`src/rtl/sc_statemachine_countdown_if.sv`:
```
// rtl/sc_statemachine_countdown_if.sv - control inputs and display outputs of the countdown block
interface sc_statemachine_countdown_if;
  logic       SC_STATEMACHINECOUNTDOWN_SENALREGRESIVA;
  logic       SC_STATEMACHINECOUNTDOWN_PAUSE_InLow;
  logic       SC_STATEMACHINECOUNTDOWN_ABORT_InLow;
  logic [3:0] SC_STATEMACHINECOUNTDOWN_DIGIT;
  logic       SC_STATEMACHINECOUNTDOWN_ACTIVE;
  logic       SC_STATEMACHINECOUNTDOWN_GO;
  logic [6:0] SC_STATEMACHINECOUNTDOWN_SEVENSEG;

  modport master (
    output SC_STATEMACHINECOUNTDOWN_SENALREGRESIVA,
    output SC_STATEMACHINECOUNTDOWN_PAUSE_InLow,
    output SC_STATEMACHINECOUNTDOWN_ABORT_InLow,
    input  SC_STATEMACHINECOUNTDOWN_DIGIT,
    input  SC_STATEMACHINECOUNTDOWN_ACTIVE,
    input  SC_STATEMACHINECOUNTDOWN_GO,
    input  SC_STATEMACHINECOUNTDOWN_SEVENSEG
  );

  modport slave (
    input  SC_STATEMACHINECOUNTDOWN_SENALREGRESIVA,
    input  SC_STATEMACHINECOUNTDOWN_PAUSE_InLow,
    input  SC_STATEMACHINECOUNTDOWN_ABORT_InLow,
    output SC_STATEMACHINECOUNTDOWN_DIGIT,
    output SC_STATEMACHINECOUNTDOWN_ACTIVE,
    output SC_STATEMACHINECOUNTDOWN_GO,
    output SC_STATEMACHINECOUNTDOWN_SEVENSEG
  );
endinterface

```
`src/rtl/sc_statemachine_countdown.sv`:
```
// rtl/sc_statemachine_countdown.sv - prescaled START_VALUE..0 countdown with GO pulse and 7-seg digit
module sc_statemachine_countdown #(
  parameter int TICK_DIV        = 50000000,
  parameter int START_VALUE     = 3,
  parameter int PRESCALER_WIDTH = 26
) (
  input  logic                      SC_STATEMACHINECOUNTDOWN_CLOCK_50,
  input  logic                      SC_STATEMACHINECOUNTDOWN_RESET_InLow,
  sc_statemachine_countdown_if.slave bus
);

  typedef enum logic [1:0] {S_IDLE, S_COUNT, S_GO, S_HOLD} state_t;

  localparam logic [PRESCALER_WIDTH-1:0] TERM  = PRESCALER_WIDTH'(TICK_DIV - 1);
  localparam logic [PRESCALER_WIDTH-1:0] PONE  = PRESCALER_WIDTH'(1);
  localparam logic [3:0]                 START = 4'(START_VALUE);

  state_t                     state, state_n;
  logic [PRESCALER_WIDTH-1:0] pre, pre_n;
  logic [3:0]                 digit, digit_n;
  logic                       prev;
  logic                       rise;
  logic [6:0]                 seg;

  assign rise = bus.SC_STATEMACHINECOUNTDOWN_SENALREGRESIVA & ~prev;

  // prev resets high so a level already asserted at reset release is not a start
  always_ff @(posedge SC_STATEMACHINECOUNTDOWN_CLOCK_50 or negedge SC_STATEMACHINECOUNTDOWN_RESET_InLow) begin
    if (!SC_STATEMACHINECOUNTDOWN_RESET_InLow) begin
      state <= S_IDLE;
      pre   <= '0;
      digit <= '0;
      prev  <= 1'b1;
    end else begin
      state <= state_n;
      pre   <= pre_n;
      digit <= digit_n;
      prev  <= bus.SC_STATEMACHINECOUNTDOWN_SENALREGRESIVA;
    end
  end

  always_comb begin
    state_n = state;
    pre_n   = pre;
    digit_n = digit;
    if (!bus.SC_STATEMACHINECOUNTDOWN_ABORT_InLow) begin
      state_n = S_IDLE;
      pre_n   = '0;
      digit_n = '0;
    end else if (bus.SC_STATEMACHINECOUNTDOWN_PAUSE_InLow) begin
      case (state)
        S_IDLE: begin
          if (rise) begin
            pre_n = '0;
            if (START_VALUE > 0) begin
              state_n = S_COUNT;
              digit_n = START;
            end else begin
              state_n = S_GO;
              digit_n = '0;
            end
          end
        end
        S_COUNT: begin
          if (pre == TERM) begin
            pre_n = '0;
            if (digit > 4'd1) begin
              digit_n = digit - 4'd1;
            end else begin
              digit_n = '0;
              state_n = S_GO;
            end
          end else begin
            pre_n = pre + PONE;
          end
        end
        S_GO: begin
          state_n = S_HOLD;
          pre_n   = '0;
          digit_n = '0;
        end
        S_HOLD: begin
          if (pre == TERM) begin
            state_n = S_IDLE;
            pre_n   = '0;
            digit_n = '0;
          end else begin
            pre_n = pre + PONE;
          end
        end
        default: begin
          state_n = S_IDLE;
          pre_n   = '0;
          digit_n = '0;
        end
      endcase
    end
  end

  always_comb begin
    seg = 7'b1111111;
    case (digit)
      4'd0: seg = 7'b1000000;
      4'd1: seg = 7'b1111001;
      4'd2: seg = 7'b0100100;
      4'd3: seg = 7'b0110000;
      4'd4: seg = 7'b0011001;
      4'd5: seg = 7'b0010010;
      4'd6: seg = 7'b0000010;
      4'd7: seg = 7'b1111000;
      4'd8: seg = 7'b0000000;
      4'd9: seg = 7'b0010000;
      default: seg = 7'b1111111;
    endcase
  end

  assign bus.SC_STATEMACHINECOUNTDOWN_DIGIT    = digit;
  assign bus.SC_STATEMACHINECOUNTDOWN_ACTIVE   = (state != S_IDLE);
  assign bus.SC_STATEMACHINECOUNTDOWN_GO       = (state == S_GO);
  assign bus.SC_STATEMACHINECOUNTDOWN_SEVENSEG = (state == S_IDLE) ? 7'b1111111 : seg;

endmodule
```
`src/flat_wrapper.sv`:
```
// flat-port wrapper written by rule: the top's interface ports become plain ports
module sc_statemachine_countdown_flat 
#(
  parameter int TICK_DIV        = 50000000,
  parameter int START_VALUE     = 3,
  parameter int PRESCALER_WIDTH = 26
)
  (SC_STATEMACHINECOUNTDOWN_CLOCK_50, SC_STATEMACHINECOUNTDOWN_RESET_InLow, bus_SC_STATEMACHINECOUNTDOWN_SENALREGRESIVA, bus_SC_STATEMACHINECOUNTDOWN_PAUSE_InLow, bus_SC_STATEMACHINECOUNTDOWN_ABORT_InLow, bus_SC_STATEMACHINECOUNTDOWN_DIGIT, bus_SC_STATEMACHINECOUNTDOWN_ACTIVE, bus_SC_STATEMACHINECOUNTDOWN_GO, bus_SC_STATEMACHINECOUNTDOWN_SEVENSEG);
  sc_statemachine_countdown_if bus_i ();
  input  logic SC_STATEMACHINECOUNTDOWN_CLOCK_50;
  input  logic SC_STATEMACHINECOUNTDOWN_RESET_InLow;
  input wire logic [$bits(bus_i.SC_STATEMACHINECOUNTDOWN_SENALREGRESIVA)-1:0] bus_SC_STATEMACHINECOUNTDOWN_SENALREGRESIVA;
  input wire logic [$bits(bus_i.SC_STATEMACHINECOUNTDOWN_PAUSE_InLow)-1:0] bus_SC_STATEMACHINECOUNTDOWN_PAUSE_InLow;
  input wire logic [$bits(bus_i.SC_STATEMACHINECOUNTDOWN_ABORT_InLow)-1:0] bus_SC_STATEMACHINECOUNTDOWN_ABORT_InLow;
  output wire logic [$bits(bus_i.SC_STATEMACHINECOUNTDOWN_DIGIT)-1:0] bus_SC_STATEMACHINECOUNTDOWN_DIGIT;
  output wire logic [$bits(bus_i.SC_STATEMACHINECOUNTDOWN_ACTIVE)-1:0] bus_SC_STATEMACHINECOUNTDOWN_ACTIVE;
  output wire logic [$bits(bus_i.SC_STATEMACHINECOUNTDOWN_GO)-1:0] bus_SC_STATEMACHINECOUNTDOWN_GO;
  output wire logic [$bits(bus_i.SC_STATEMACHINECOUNTDOWN_SEVENSEG)-1:0] bus_SC_STATEMACHINECOUNTDOWN_SEVENSEG;
  assign bus_i.SC_STATEMACHINECOUNTDOWN_SENALREGRESIVA = bus_SC_STATEMACHINECOUNTDOWN_SENALREGRESIVA;
  assign bus_i.SC_STATEMACHINECOUNTDOWN_PAUSE_InLow = bus_SC_STATEMACHINECOUNTDOWN_PAUSE_InLow;
  assign bus_i.SC_STATEMACHINECOUNTDOWN_ABORT_InLow = bus_SC_STATEMACHINECOUNTDOWN_ABORT_InLow;
  assign bus_SC_STATEMACHINECOUNTDOWN_DIGIT = bus_i.SC_STATEMACHINECOUNTDOWN_DIGIT;
  assign bus_SC_STATEMACHINECOUNTDOWN_ACTIVE = bus_i.SC_STATEMACHINECOUNTDOWN_ACTIVE;
  assign bus_SC_STATEMACHINECOUNTDOWN_GO = bus_i.SC_STATEMACHINECOUNTDOWN_GO;
  assign bus_SC_STATEMACHINECOUNTDOWN_SEVENSEG = bus_i.SC_STATEMACHINECOUNTDOWN_SEVENSEG;
  sc_statemachine_countdown #(.TICK_DIV(TICK_DIV), .START_VALUE(START_VALUE), .PRESCALER_WIDTH(PRESCALER_WIDTH)) u_core (.SC_STATEMACHINECOUNTDOWN_CLOCK_50(SC_STATEMACHINECOUNTDOWN_CLOCK_50), .SC_STATEMACHINECOUNTDOWN_RESET_InLow(SC_STATEMACHINECOUNTDOWN_RESET_InLow), .bus(bus_i));
endmodule
```
`config.mk`:
```
export PLATFORM = sky130hd
export DESIGN_NAME = sc_statemachine_countdown_flat
export DESIGN_NICKNAME = d
export VERILOG_FILES = /design/src/rtl/sc_statemachine_countdown_if.sv /design/src/rtl/sc_statemachine_countdown.sv /design/src/flat_wrapper.sv
export SDC_FILE = /design/constraint.sdc
export NUM_CORES = 1
export LEC_CHECK = 0
export BUFFER_PORTS_ARGS = -buffer_cell sky130_fd_sc_hd__buf_2
export CAP_MARGIN = 20
export CELL_PAD_IN_SITES_DETAIL_PLACEMENT = 1
export CELL_PAD_IN_SITES_GLOBAL_PLACEMENT = 1
export CORE_ASPECT_RATIO = 0.6
export CORE_MARGIN = 2
export CORE_UTILIZATION = 30
export DETAILED_ROUTE_END_ITERATION = 10
export PLACE_DENSITY_LB_ADDON = 0.08
export RECOVER_POWER = 50
export SETUP_SLACK_MARGIN = 0.02
export SKIP_LAST_GASP = 1
export SLEW_MARGIN = 10
export SYNTH_ARGS = -nofsm -noshare
export SYNTH_HDL_FRONTEND = slang
export SYNTH_SLANG_ARGS = --single-unit
```
`constraint.sdc`:
```
create_clock -name SC_STATEMACHINECOUNTDOWN_CLOCK_50 -period 2.4 [get_ports SC_STATEMACHINECOUNTDOWN_CLOCK_50]
set_input_delay 0.12 -clock SC_STATEMACHINECOUNTDOWN_CLOCK_50 [delete_from_list [all_inputs] [get_ports SC_STATEMACHINECOUNTDOWN_CLOCK_50]]
set_output_delay 0.12 -clock SC_STATEMACHINECOUNTDOWN_CLOCK_50 [all_outputs]
set_load 0.1 [all_outputs]
```
Word level (Yosys, flattened, before mapping)
Memory sizes are Yosys's and may differ from the RTL's. Cells that the tools add are included.

Reductions and logical operators: 6. Bitwise logic cells: 2. Eq/ne operators: 9. Add/subtract/negate cells: 2. Multiplexer cells: 20. $lt $le $gt $ge: 1.

Operator list (count): $mux 26 (4); $pmux 26 s3 (1); $add 26x1->26 const B (1); $eq 26x26->1 const B (1); $mux 4 (6); $pmux 4 s4 (1); $mux 2 (6); $ne 3x2->1 const B (3); $pmux 2 s4 (1); $mux 7 (1); $reduce_and 5->1 (1); $eq 2x2->1 const B (2); $gt 4x1->1 const B (1); $reduce_and 4->1 (1); $sub 4x1->4 const B (1); $ne 3x3->1 const B (1); $eq 2x1->1 const B (1); $logic_not 2->1 (1); $ne 2x2->1 const B (1); $reduce_and 2->1 (1); $reduce_bool 2->1 (1); $reduce_or 2->1 (1); $and 1x1->1 (1); $not 1->1 (1).

Memories: 1. Output and inout bits: 13. Logic and storage cells: 45. Register bits after elaboration: 33. Bits in read-only memories: 112.

Memories: (name not given) (words 16, bits a word 7, rd ports 1, clocked after memory_dff 0, wr ports 0, line sc_statemachine_countdown.sv:102) `case (digit)`.

Logic depth before layout (Yosys ltp)
Gate-level depths: netlist (run 1).

Depth after elaboration: 6. Mapped depth: 8. Gate-level depth less buffers: 7.

Least setup slack after synthesis (run 1)
OpenSTA, ideal clock, no wires.

Path type: register to output. From: register u_core.digit[1] (netlist: u_core.bus.SC_STATEMACHINECOUNTDOWN_DIGIT[1]). To: output port bus_SC_STATEMACHINECOUNTDOWN_SEVENSEG[1]. Path slack: -1.470 ns. Data required time: 2.280 ns. Path buffers: 0. Stages on the path, launching flop included: 5. Arrival time: 3.750 ns. Path through: dfrtp_1 > inv_1 > ha_1 > nor2_1 > o21ai_0.

Word-level cells in the longest chain between the ends: 2.

Ends and longest elaborated chain: start, declared (line sc_statemachine_countdown.sv:20) `logic [3:0] digit, digit_n;`; start signal, assigned (line sc_statemachine_countdown.sv:37) `digit <= digit_n;`; $mem_v2 16x7; $mux 7 (line sc_statemachine_countdown.sv:120) `assign bus.SC_STATEMACHINECOUNTDOWN_SEVENSEG = (state == S_IDLE) ? 7'b1111111 : seg;`; end, declared (line flat_wrapper.sv:18) `output wire logic [$bits(bus_i.SC_STATEMACHINECOUNTDOWN_SEVENSEG)-1:0] bus_SC_STATEMACHINECOUNTDOWN_SEVENSEG;`.

Every way passes these cells.

Worst setup path in the final report (run 1)
From: register u_core.pre[10]. To: register u_core.state[0].

Word-level cells in the longest chain between the ends: 3.

Ends and longest elaborated chain: start, declared (line sc_statemachine_countdown.sv:19) `logic [PRESCALER_WIDTH-1:0] pre, pre_n;`; start signal, assigned (line sc_statemachine_countdown.sv:36) `pre <= pre_n;`; $eq 26x26->1 * (line sc_statemachine_countdown.sv:65, sc_statemachine_countdown.sv:83); $ne 3x2->1 (no line); $reduce_and 5->1 (no line) *; end signal, assigned (line sc_statemachine_countdown.sv:35) `state <= state_n;`; end, declared (line sc_statemachine_countdown.sv:18) `state_t state, state_n;`.

Every way passes the cells marked *; elsewhere a longest branch is shown, timed or not. A chain may end at the register's enable or synchronous reset.

==> results.py, run 1 <==
metrics = {
    "worst_setup_path": {
        "critPathMaxStageDelay_ns": 0.55,
        "worstPathMaxFanout": 4,
        "cp_top_family": "simple AND/OR/NAND/NOR gates",
        "critPathMostFrequentCell": "or4_4",
        "critPathBufInv": 0,
        "cp_cell_sequence": "or4_1 -> or4_4 -> o21a_1 -> or4_4 -> o211ai_2",
        "required_ns": 2.61,
        "criticalPathCategory": "flip-flop to flip-flop",
        "slowest_stage": "or4_4",
        "worstPathArrival_ns": 2.50,
        "endpoint_kind": "flip-flop",
        "startpoint_type": "flip-flop",
    },
    "synth": {
        "synth-edff-count": 0,
        "synth.net_count": 261,
        "synthFlopType": "dfrtp_1",
        "synth_area_um2": 2136,
        "ys_types": 43,
        "yosysWarnings": 0,
        "seq_area_frac_synth_pct": 38.72,
        "ys_ff_latch": 33,
        "synthArstFlopShare_pct": 100.0,
        "synth_area_per_cell_um2": 8.753,
        "syn-instance-count": 244,
    },
    "clock_tree": {
        "cts_tree": "yes",
        "cts_buffer_depth": 2,
        "cts_made_buffers": 5,
        "clock_latency_ns": 0.28,
        "htreeDepth": 2,
        "cts-root-buf": "clkbuf_16",
        "clk_pin_slew_worst_paths_ns": 0.06,
        "cts_sinks": 33,
        "post_cts_buffers": 0,
    },
    "sta": {
        "slew_violations": 0,
        "fmax_ghz": 0.4366,
        "tightestPinTransition_ns": 1.159,
        "grt_setup_unrepaired": "no",
        "fin_skew_ns": 0.007258,
        "setup_violations": 0,
        "finalCriticalPeriod_ns": 2.291,
        "period_share_pct": 95.44,
        "relSlewSlack_pct": 23.09,
        "holdWs_ns": 0.1761,
        "report.final.hold_viol_count": 0,
        "finalSetupTns_ns": 0,
    },
    "placed_design": {
        "portBuffers": 17,
        "dpl_cell_area_um2": 2466,
        "gp_routability_congestion": 0.7518,
        "hpwl_um": 4850,
    },
    "run_status": {
        "outcome": "finished, violations left",
        "violations": "DRC",
    },
    "global_route": {
        "grt_antenna_before_repair": 0,
        "grt_overflow": 0,
        "grt_pass1_vias": 1974,
        "grt_pass1_wl_um": 10800,
        "grt_max_degree": 34,
        "grt_use_total_pct": 17.78,
    },
    "flow_run": {
        "max-cap-violations": 0,
    },
    "routing": {
        "drtIter0Drc": 91,
        "drtAntennaViolNets": 0,
        "dr.pass1.iters": 7,
        "via_per_inst": 5.428,
        "vias": 1992,
        "wl_per_cell_um": 17.68,
        "wl_um": 6488,
        "post-route-drc-count": 3,
    },
    "floorplan": {
        "initial_utilization_pct": 31.45,
        "die_w_um": 112.9,
        "core_area_um2": 6792,
        "pin_count": 18,
        "num_rows": 23,
        "die_h_um": 69.36,
        "die-area_um2": 7832,
    },
    "power": {
        "irDropWorstVdd_v": 0.0002248,
        "p_per_area_nw_per_um2": 728.8,
        "leakage_nw": 1.053,
    },
    "cells_and_area": {
        "final_cell_area_um2": 2655,
        "final_layout_size_suffix_gt1_share_pct": 18.93,
        "diodes": 0,
        "syn_to_final_growth_pct": 24.31,
        "fill_cells": 793,
        "nNetsFinal": 296,
    },
    "min_path": {
        "hold_path.class": "primary input to flip-flop",
    },
}
==> per-layer routing <==
| metal | wire [um] | GRT usage, % | part of all wire (%) | up-vias |
|---|---|---|---|---|
| met5 | 0 | 0 | 0 | - |
| met4 | 61 | 4.878 | 0.94 | 0 |
| met3 | 242 | 3.846 | 3.7 | 6 |
| met2 | 2353 | 21.89 | 36 | 31 |
| met1 | 3830 | 29.70 | 59 | 987 |
| li1 | - | - | - | 968 |
==> layout by cell type, fill, tap and decap left out, types with 11 or more instances in the layout <==
cell,count
dfrtp_1,29
nor2_1,25
buf_4,19
nand2_1,17
a21oi_1,13
o21ai_0,13
xnor2_1,12
ha_1,12
buf_2,11
==> synthesized netlist by cell type, drive strengths merged, types with 8 or more instances <==
cell | n | share of area, %
ha | 12 | 7.0
xnor2 | 12 | 4.9
nand4 | 8 | 2.3
dfrtp | 32 | 37
clkbuf | 8 | 1.4
inv | 10 | 1.8
a21oi | 13 | 3.0
nand2 | 17 | 3.0
nor2 | 25 | 4.4
nand3 | 8 | 1.9
o21ai | 20 | 4.7
nor3 | 9 | 2.1
==> metrics by stage <==
step | instances | util, % | worst slack (ns) | power [W]
5_1_grt | 367 | 39.09 | 0.02305 | 0.002014
3_5_place_dp | 357 | 36.31 | 0.08745 | 0.001178
6_report | 367 | 39.09 | 0.1094 | 0.001935
2_1_floorplan | 244 | - | 0.04126 | 0.001027
4_1_cts | 367 | 39.15 | 0.08761 | 0.001954
3_3_place_gp | 357 | 36.31 | 0.1355 | 0.001177
==> sequential cells by signal, indices dropped and copies added, names as in the netlist <==
name	count
u_core.state	2
u_core.prev	1
u_core.bus.SC_STATEMACHINECOUNTDOWN_DIGIT	4
u_core.pre	26
==> final cells by class <==
type	instances	area [um^2]	share of cell area (%)
clock buffer	7	142.6	5.372
inverter	10	41.29	1.555
multi-input combinational	190	1250	47.08
clock inverter	1	30.03	1.131
sequential	33	830.8	31.29
timing repair buffer	39	251.5	9.472
tap	87	108.9	4.100
==> logic make-up after synthesis <==
| logic type | count (synthesis) | synth area share [%] |
|---|---|---|
| AOI/OAI and AO/OA | 62 | 18.63 |
| xor gates and xnor gates | 12 | 4.921 |
| adders and majority gates | 12 | 7.030 |
| buffers and inverters | 21 | 3.866 |
| DFF | 33 | 38.72 |
| muxes | 3 | 1.406 |
| and+or+nand+nor | 101 | 25.43 |
==> worst reg2reg max path, cell delays in order, from the launching register on <==
cell and delay (ns):
dfrtp_1 0.40, or4_1 0.51, or4_4 0.55, o21a_1 0.21, or4_4 0.48, o211ai_2 0.07
==> worst paths after layout <==
| kind | startpoint | to | slack [ns] | cells past startpoint |
|---|---|---|---|---|
| min reg2reg | u_core.pre[10] | u_core.pre[10] | 0.50 | 1 |
| max in group asynchronous | SC_STATEMACHINECOUNTDOWN_RESET_InLow | u_core.bus.SC_STATEMACHINECOUNTDOWN_DIGIT[2] | 1.38 | 2 |
| max reg2reg | u_core.pre[10] | u_core.state[0] | 0.11 | 5 |
| min | bus_SC_STATEMACHINECOUNTDOWN_ABORT_InLow | u_core.state[0] | 0.18 | 3 |
| max | u_core.pre[10] | u_core.state[0] | 0.11 | 5 |
| min in group asynchronous | SC_STATEMACHINECOUNTDOWN_RESET_InLow | u_core.pre[25] | 0.47 | 2 |
==> power breakdown <==
group / internal [W] / total [W] / switching [W] / leakage (nW)
combinational: 0.000137 / 0.000574 / 0.000436 / 0.518
sequential: 0.000570 / 0.000596 / 0.0000257 / 0.451
clock: 0.000519 / 0.000765 / 0.000246 / 0.0841
==> what timing repair did <==
item | CTS | global route
setup endpoints to repair | 0 | 13
hold endpoints to repair | 33 | 0
resized for setup | 0 | 2
hold buffers | 2 | 0
Note: power is estimated with default switching activity, not from simulation.
==> inputs of run 2 (changes only) <==
- CELL_PAD_IN_SITES_DETAIL_PLACEMENT: 1 -> 0
==> run 2 against run 1 <==
Net effect:
- the flow still finishes with violations (DRC)
- critical path depth unchanged
- wire length shrank 6.9%
- setup slack better by 0.0021 ns
- clock power down 17%
- sequential cell count unchanged
- sequential share of layout area up 0.40 points
- clock skew is 0.0015 ns lower
- register-to-register slack hardly changed
- final cell count unchanged
- design area decreased by 1.3%
- worst hold slack worse by 0.00092 ns
==> results.py, run 2 (same netlist as run 1, synthesis figures left out) <==
metrics = {
    "sta": {
        "fin_skew_ns": 0.005787,
        "relSlewSlack_pct": 23.37,
        "tightestPinTransition_ns": 1.154,
        "grt_setup_unrepaired": "yes",
        "finalCriticalPeriod_ns": 2.288,
        "finalSetupTns_ns": 0,
        "setup_violations": 0,
        "report.final.hold_viol_count": 0,
        "period_share_pct": 95.35,
        "slew_violations": 0,
        "fmax_ghz": 0.4370,
        "setup_slack_ns": 0.1116,
        "holdWs_ns": 0.1752,
    },
    "min_path": {
        "whs_endpoint": "u_core.state[0]",
        "hold_path_startpoint": "bus_SC_STATEMACHINECOUNTDOWN_ABORT_InLow",
        "whs_path_depth": 3,
        "hold_path.class": "primary input to flip-flop",
    },
    "floorplan": {
        "die_h_um": 69.36,
        "pin_count": 18,
        "core_area_um2": 6792,
        "die-area_um2": 7832,
        "num_rows": 23,
        "initial_utilization_pct": 31.45,
        "die_w_um": 112.9,
    },
    "routing": {
        "wl_um": 6040,
        "wl_per_cell_um": 16.46,
        "post-route-drc-count": 3,
        "drtAntennaViolNets": 0,
        "drtIter0Drc": 122,
        "via_per_inst": 5.294,
        "vias": 1943,
        "dr.pass1.iters": 7,
    },
    "power": {
        "pwr-share-seq_pct": 33.2,
        "p_comb_share_pct": 31.6,
        "sw_frac_of_total_pct": 39.42,
        "irDropWorstVdd_v": 0.0002232,
        "clkPwrFrac_pct": 35.3,
        "power_switching_w": 0.0007068,
        "intPower_w": 0.001086,
        "leakage_nw": 1.038,
        "p_per_area_nw_per_um2": 683.9,
    },
    "cells_and_area": {
        "layout_commonest_cell": "dfrtp_1",
        "final_layout_size_suffix_gt1_share_pct": 19.29,
        "layout_common_cells": "dfrtp_1 (29), nor2_1 (25), buf_4 (20)",
        "fill_cells": 694,
        "syn_to_final_growth_pct": 22.73,
        "diodes": 0,
        "nNetsFinal": 296,
        "fin_cells": 367,
        "largest-register": "u_core.pre",
        "largest_register_ffs": 26,
        "layout.area.seq_um2": 830.8,
        "multi_input_area_um2": 1250,
    },
    "placed_design": {
        "place_ws_ns": 0.1211,
        "hpwl_um": 4502,
        "gp_routability_congestion": 0.7518,
        "dpl.cell_count": 357,
        "portBuffers": 17,
    },
    "global_route": {
        "grt_use_total_pct": 16.23,
        "grt_pass1_vias": 1800,
        "grt_overflow": 0,
        "grt_max_degree": 34,
        "grt_antenna_before_repair": 0,
        "grt_pass1_wl_um": 9929,
    },
    "worst_setup_path": {
        "required_ns": 2.61,
        "endpoint_kind": "flip-flop",
        "cp-startpoint": "u_core.pre[10]",
        "criticalPathCategory": "flip-flop to flip-flop",
        "regToRegSetupSlack_ns": 0.11,
        "worstPathArrival_ns": 2.49,
        "worstPathMaxFanout": 4,
        "timing.rr.end": "u_core.state[0]",
        "reg2reg_from": "u_core.pre[10]",
        "startpoint_type": "flip-flop",
        "r2r_cells": 5,
    },
    "clock_tree": {
        "cts_sinks": 33,
        "cts-root-buf": "clkbuf_16",
        "cts_tree": "yes",
        "post_cts_buffers": 0,
        "cts_made_buffers": 5,
        "clk_pin_slew_worst_paths_ns": 0.06,
        "cts_buffer_depth": 2,
        "clock_latency_ns": 0.28,
        "htreeDepth": 2,
    },
    "run_status": {
        "outcome": "finished, violations left",
        "violations": "DRC",
    },
    "flow_run": {
        "max-cap-violations": 0,
    },
}
==> run 2: changes by cell type in the layout (fill, tap and decap cells not counted) <==
cell,previous run,this run
buf_2,11,10
clkinv_2,0,2
clkinvlp_4,1,2
clkbuf_2,0,1
bufinv_16,1,0
buf_6,1,0
clkbuf_8,1,0
clkbuf_1,7,6
buf_4,19,20
==> run 2: power by group through the flow <==
stage / logic (W) / registers, W / clock network [W]
after floorplan: 0.000397 / 0.000630 / 0
after global placement: 0.000572 / 0.000605 / 0
after detailed placement: 0.000569 / 0.000604 / 0
after CTS: 0.000573 / 0.000594 / 0.000650
after global routing: 0.000605 / 0.000597 / 0.000678
final: 0.000566 / 0.000595 / 0.000632
==> run 2: area by class of cell <==
class                      count  area share (%)
multi-input combinational    190           47.69
tap                           87           4.153
sequential                    33           31.69
clock buffer                   5           4.773
inverter                      10           1.575
clock inverter                 3          0.6683
timing repair buffer          39           9.451
==> run 2: worst max-delay path by stage <==
stage               cells past startpoint  slack, ns                                       end
floorplan                               3       0.04  bus_SC_STATEMACHINECOUNTDOWN_SEVENSEG[1]
global placement                        6       0.14                            u_core.pre[18]
detailed placement                      5       0.12                           u_core.state[0]
CTS                                     5       0.11                           u_core.state[0]
global route                            6       0.02                            u_core.pre[25]
finish                                  5       0.11                           u_core.state[0]
==> run 2: worst max-delay path: stages, from the launching register on <==
cell	delay, ns
dfrtp_1	0.40
or4_1	0.50
or4_4	0.55
o21a_1	0.22
or4_4	0.48
o211ai_2	0.07
==> run 2: stage by stage <==
stage          utilization [%]  power, W  cell area (um^2)
4_1_cts                  38.71  0.001818              2629
2_1_floorplan                -  0.001027              2163
5_1_grt                  38.60  0.001880              2621
6_report                 38.60  0.001793              2621
3_3_place_gp             36.31  0.001177              2466
3_5_place_dp             36.31  0.001173              2466
==> run 2: layer usage <==
layer,vias up,routed length (um),global-route usage (%)
li1,968,-,-
met3,7,321,4.108
met5,-,0,0
met1,922,3485,27.21
met4,0,67,4.201
met2,46,2166,19.48
==> run 2: timing repair <==
item                       in CTS  in global routing
setup endpoints to repair       0                  2
hold buffers                    2                  0
gates resized for setup         0                  1
hold endpoints to repair       33                  0
==> inputs of run 3 (changes only) <==
- CELL_PAD_IN_SITES_DETAIL_PLACEMENT: 0 -> 1
- CELL_PAD_IN_SITES_GLOBAL_PLACEMENT: 1 -> 2
==> run 3 against run 2 <==
Net effect:
- the flow still finishes with violations (DRC)
- register-to-register slack worse by 0.02 ns
- non-clock buffer count grew 1
- power rose by 2.5%
- global-route usage increased by 1.3 points
- highest routed layer unchanged
- design area up 0.91%
- clock skew up 0.0055 ns
- final cell count grew 0.27%
- critical path depth unchanged
- clock power rose by 4.1%
- via count is 1.9% higher
- worst hold slack got worse by 0.010 ns
==> results.py, run 3 (same netlist as run 1, synthesis figures left out) <==
metrics = {
    "run_status": {
        "outcome": "finished, violations left",
        "violations": "DRC",
    },
    "floorplan": {
        "die-area_um2": 7832,
        "die_w_um": 112.9,
        "num_rows": 23,
        "die_h_um": 69.36,
        "pin_count": 18,
        "initial_utilization_pct": 31.45,
        "core_area_um2": 6792,
    },
    "cells_and_area": {
        "diodes": 0,
        "nNetsFinal": 297,
        "largest-register": "u_core.pre",
        "post-route-util_pct": 38.95,
        "fill_cells": 825,
        "final_layout_size_suffix_gt1_share_pct": 19.93,
        "syn_to_final_growth_pct": 23.84,
        "layout.area.seq_um2": 830.8,
        "layout_commonest_cell": "dfrtp_1",
        "largest_register_ffs": 26,
        "layout_common_cells": "dfrtp_1 (29), nor2_1 (25), buf_4 (20)",
        "multi_input_area_um2": 1255,
    },
    "routing": {
        "vias": 1980,
        "post-route-drc-count": 3,
        "via_per_inst": 5.380,
        "dr.pass1.iters": 7,
        "drtIter0Drc": 99,
        "wl_per_cell_um": 18.21,
        "wl_um": 6702,
        "drtAntennaViolNets": 0,
    },
    "sta": {
        "fmax_ghz": 0.4338,
        "finalSetupTns_ns": 0,
        "slew_violations": 0,
        "tightestPinTransition_ns": 1.168,
        "finalCriticalPeriod_ns": 2.305,
        "report.final.hold_viol_count": 0,
        "grt_setup_unrepaired": "yes",
        "fin_skew_ns": 0.01124,
        "holdWs_ns": 0.1649,
        "period_share_pct": 96.06,
        "setup_violations": 0,
        "relSlewSlack_pct": 22.45,
    },
    "clock_tree": {
        "cts_sinks": 33,
        "cts_tree": "yes",
        "htreeDepth": 2,
        "cts-root-buf": "clkbuf_16",
        "clock_latency_ns": 0.28,
        "cts_buffer_depth": 2,
        "clk_pin_slew_worst_paths_ns": 0.06,
        "cts_made_buffers": 5,
    },
    "global_route": {
        "grt_use_total_pct": 17.54,
        "grt_max_degree": 34,
        "grt_overflow": 0,
        "grt_pass1_wl_um": 10750,
        "grt_pass1_vias": 1983,
        "grt_antenna_before_repair": 0,
    },
    "min_path": {
        "whs_path_depth": 3,
        "hold_path.class": "primary input to flip-flop",
    },
    "worst_setup_path": {
        "startpoint_type": "flip-flop",
        "r2r_cells": 5,
        "required_ns": 2.61,
        "endpoint_kind": "flip-flop",
        "worstPathMaxFanout": 4,
        "criticalPathCategory": "flip-flop to flip-flop",
        "worstPathArrival_ns": 2.51,
    },
    "placed_design": {
        "hpwl_um": 4988,
        "gp_routability_congestion": 0.7895,
        "portBuffers": 17,
    },
    "power": {
        "p_per_area_nw_per_um2": 694.4,
        "irDropWorstVdd_v": 0.0002346,
        "leakage_nw": 1.045,
    },
    "flow_run": {
        "max-cap-violations": 0,
    },
}
[run 3: cell types whose count changed in the layout (fill, tap and decap cells not counted), sizes merged]
cell / before / now
clkinv: 2 / 0
clkdlybuf4s15: 0 / 1
clkbuf: 12 / 14
[run 3: path summary, 6_finish.rpt]
path / startpoint / endpoint / slack [ns]
max in group asynchronous: SC_STATEMACHINECOUNTDOWN_RESET_InLow / u_core.bus.SC_STATEMACHINECOUNTDOWN_DIGIT[1] / 1.29
worst min register to register: u_core.pre[4] / u_core.pre[4] / 0.52
worst max-delay path: u_core.pre[11] / u_core.state[0] / 0.09
min in group asynchronous: SC_STATEMACHINECOUNTDOWN_RESET_InLow / u_core.pre[2] / 0.50
worst min-delay path: bus_SC_STATEMACHINECOUNTDOWN_ABORT_InLow / u_core.state[0] / 0.16
worst max register to register: u_core.pre[11] / u_core.state[0] / 0.09
[run 3: per-stage QoR]
| stage | power [W] | std cells | worst slack, ns | cell area (um^2) |
|---|---|---|---|---|
| after floorplan | 0.001027 | 244 | 0.04126 | 2163 |
| after global placement | 0.001176 | 356 | 0.1677 | 2459 |
| after detailed placement | 0.001178 | 356 | 0.1134 | 2459 |
| after CTS | 0.001847 | 366 | 0.09722 | 2629 |
| after global routing | 0.001921 | 368 | 0.02095 | 2645 |
| final | 0.001837 | 368 | 0.09453 | 2645 |
[run 3: worst max-delay path: stages, from the launching register on]
cell      delay, ns
dfrtp_1        0.38
or4_1          0.52
or4_4          0.56
o21a_1         0.22
or4_4          0.48
o211ai_2       0.07
[run 3: cell type report]
cell class | count | area share [%]
flip-flops and latches | 33 | 31.41
well taps | 87 | 4.115
clock buffers | 7 | 5.393
repair buffers | 40 | 9.792
inverters | 10 | 1.561
clock inverters | 1 | 0.2838
multi-input cells | 190 | 47.45
[run 3: per-layer routing]
metal  routed length (um)  GRT usage, %
met3                  229         4.021
met1                 4103         29.90
met2                 2337         21.62
met5                    0             0
met4                   31         2.846
[run 3: what timing repair did]
item                                    CTS  global route
endpoints found under the setup margin    0            15
hold buffers                              2             0
resized for setup                         0             3
setup buffers                             0             1
endpoints found under the hold margin    33             0
[run 3: power breakdown]
part	switching, W	internal [W]
clock network	0.000244	0.000413
registers	0.0000263	0.000570
logic	0.000443	0.000139
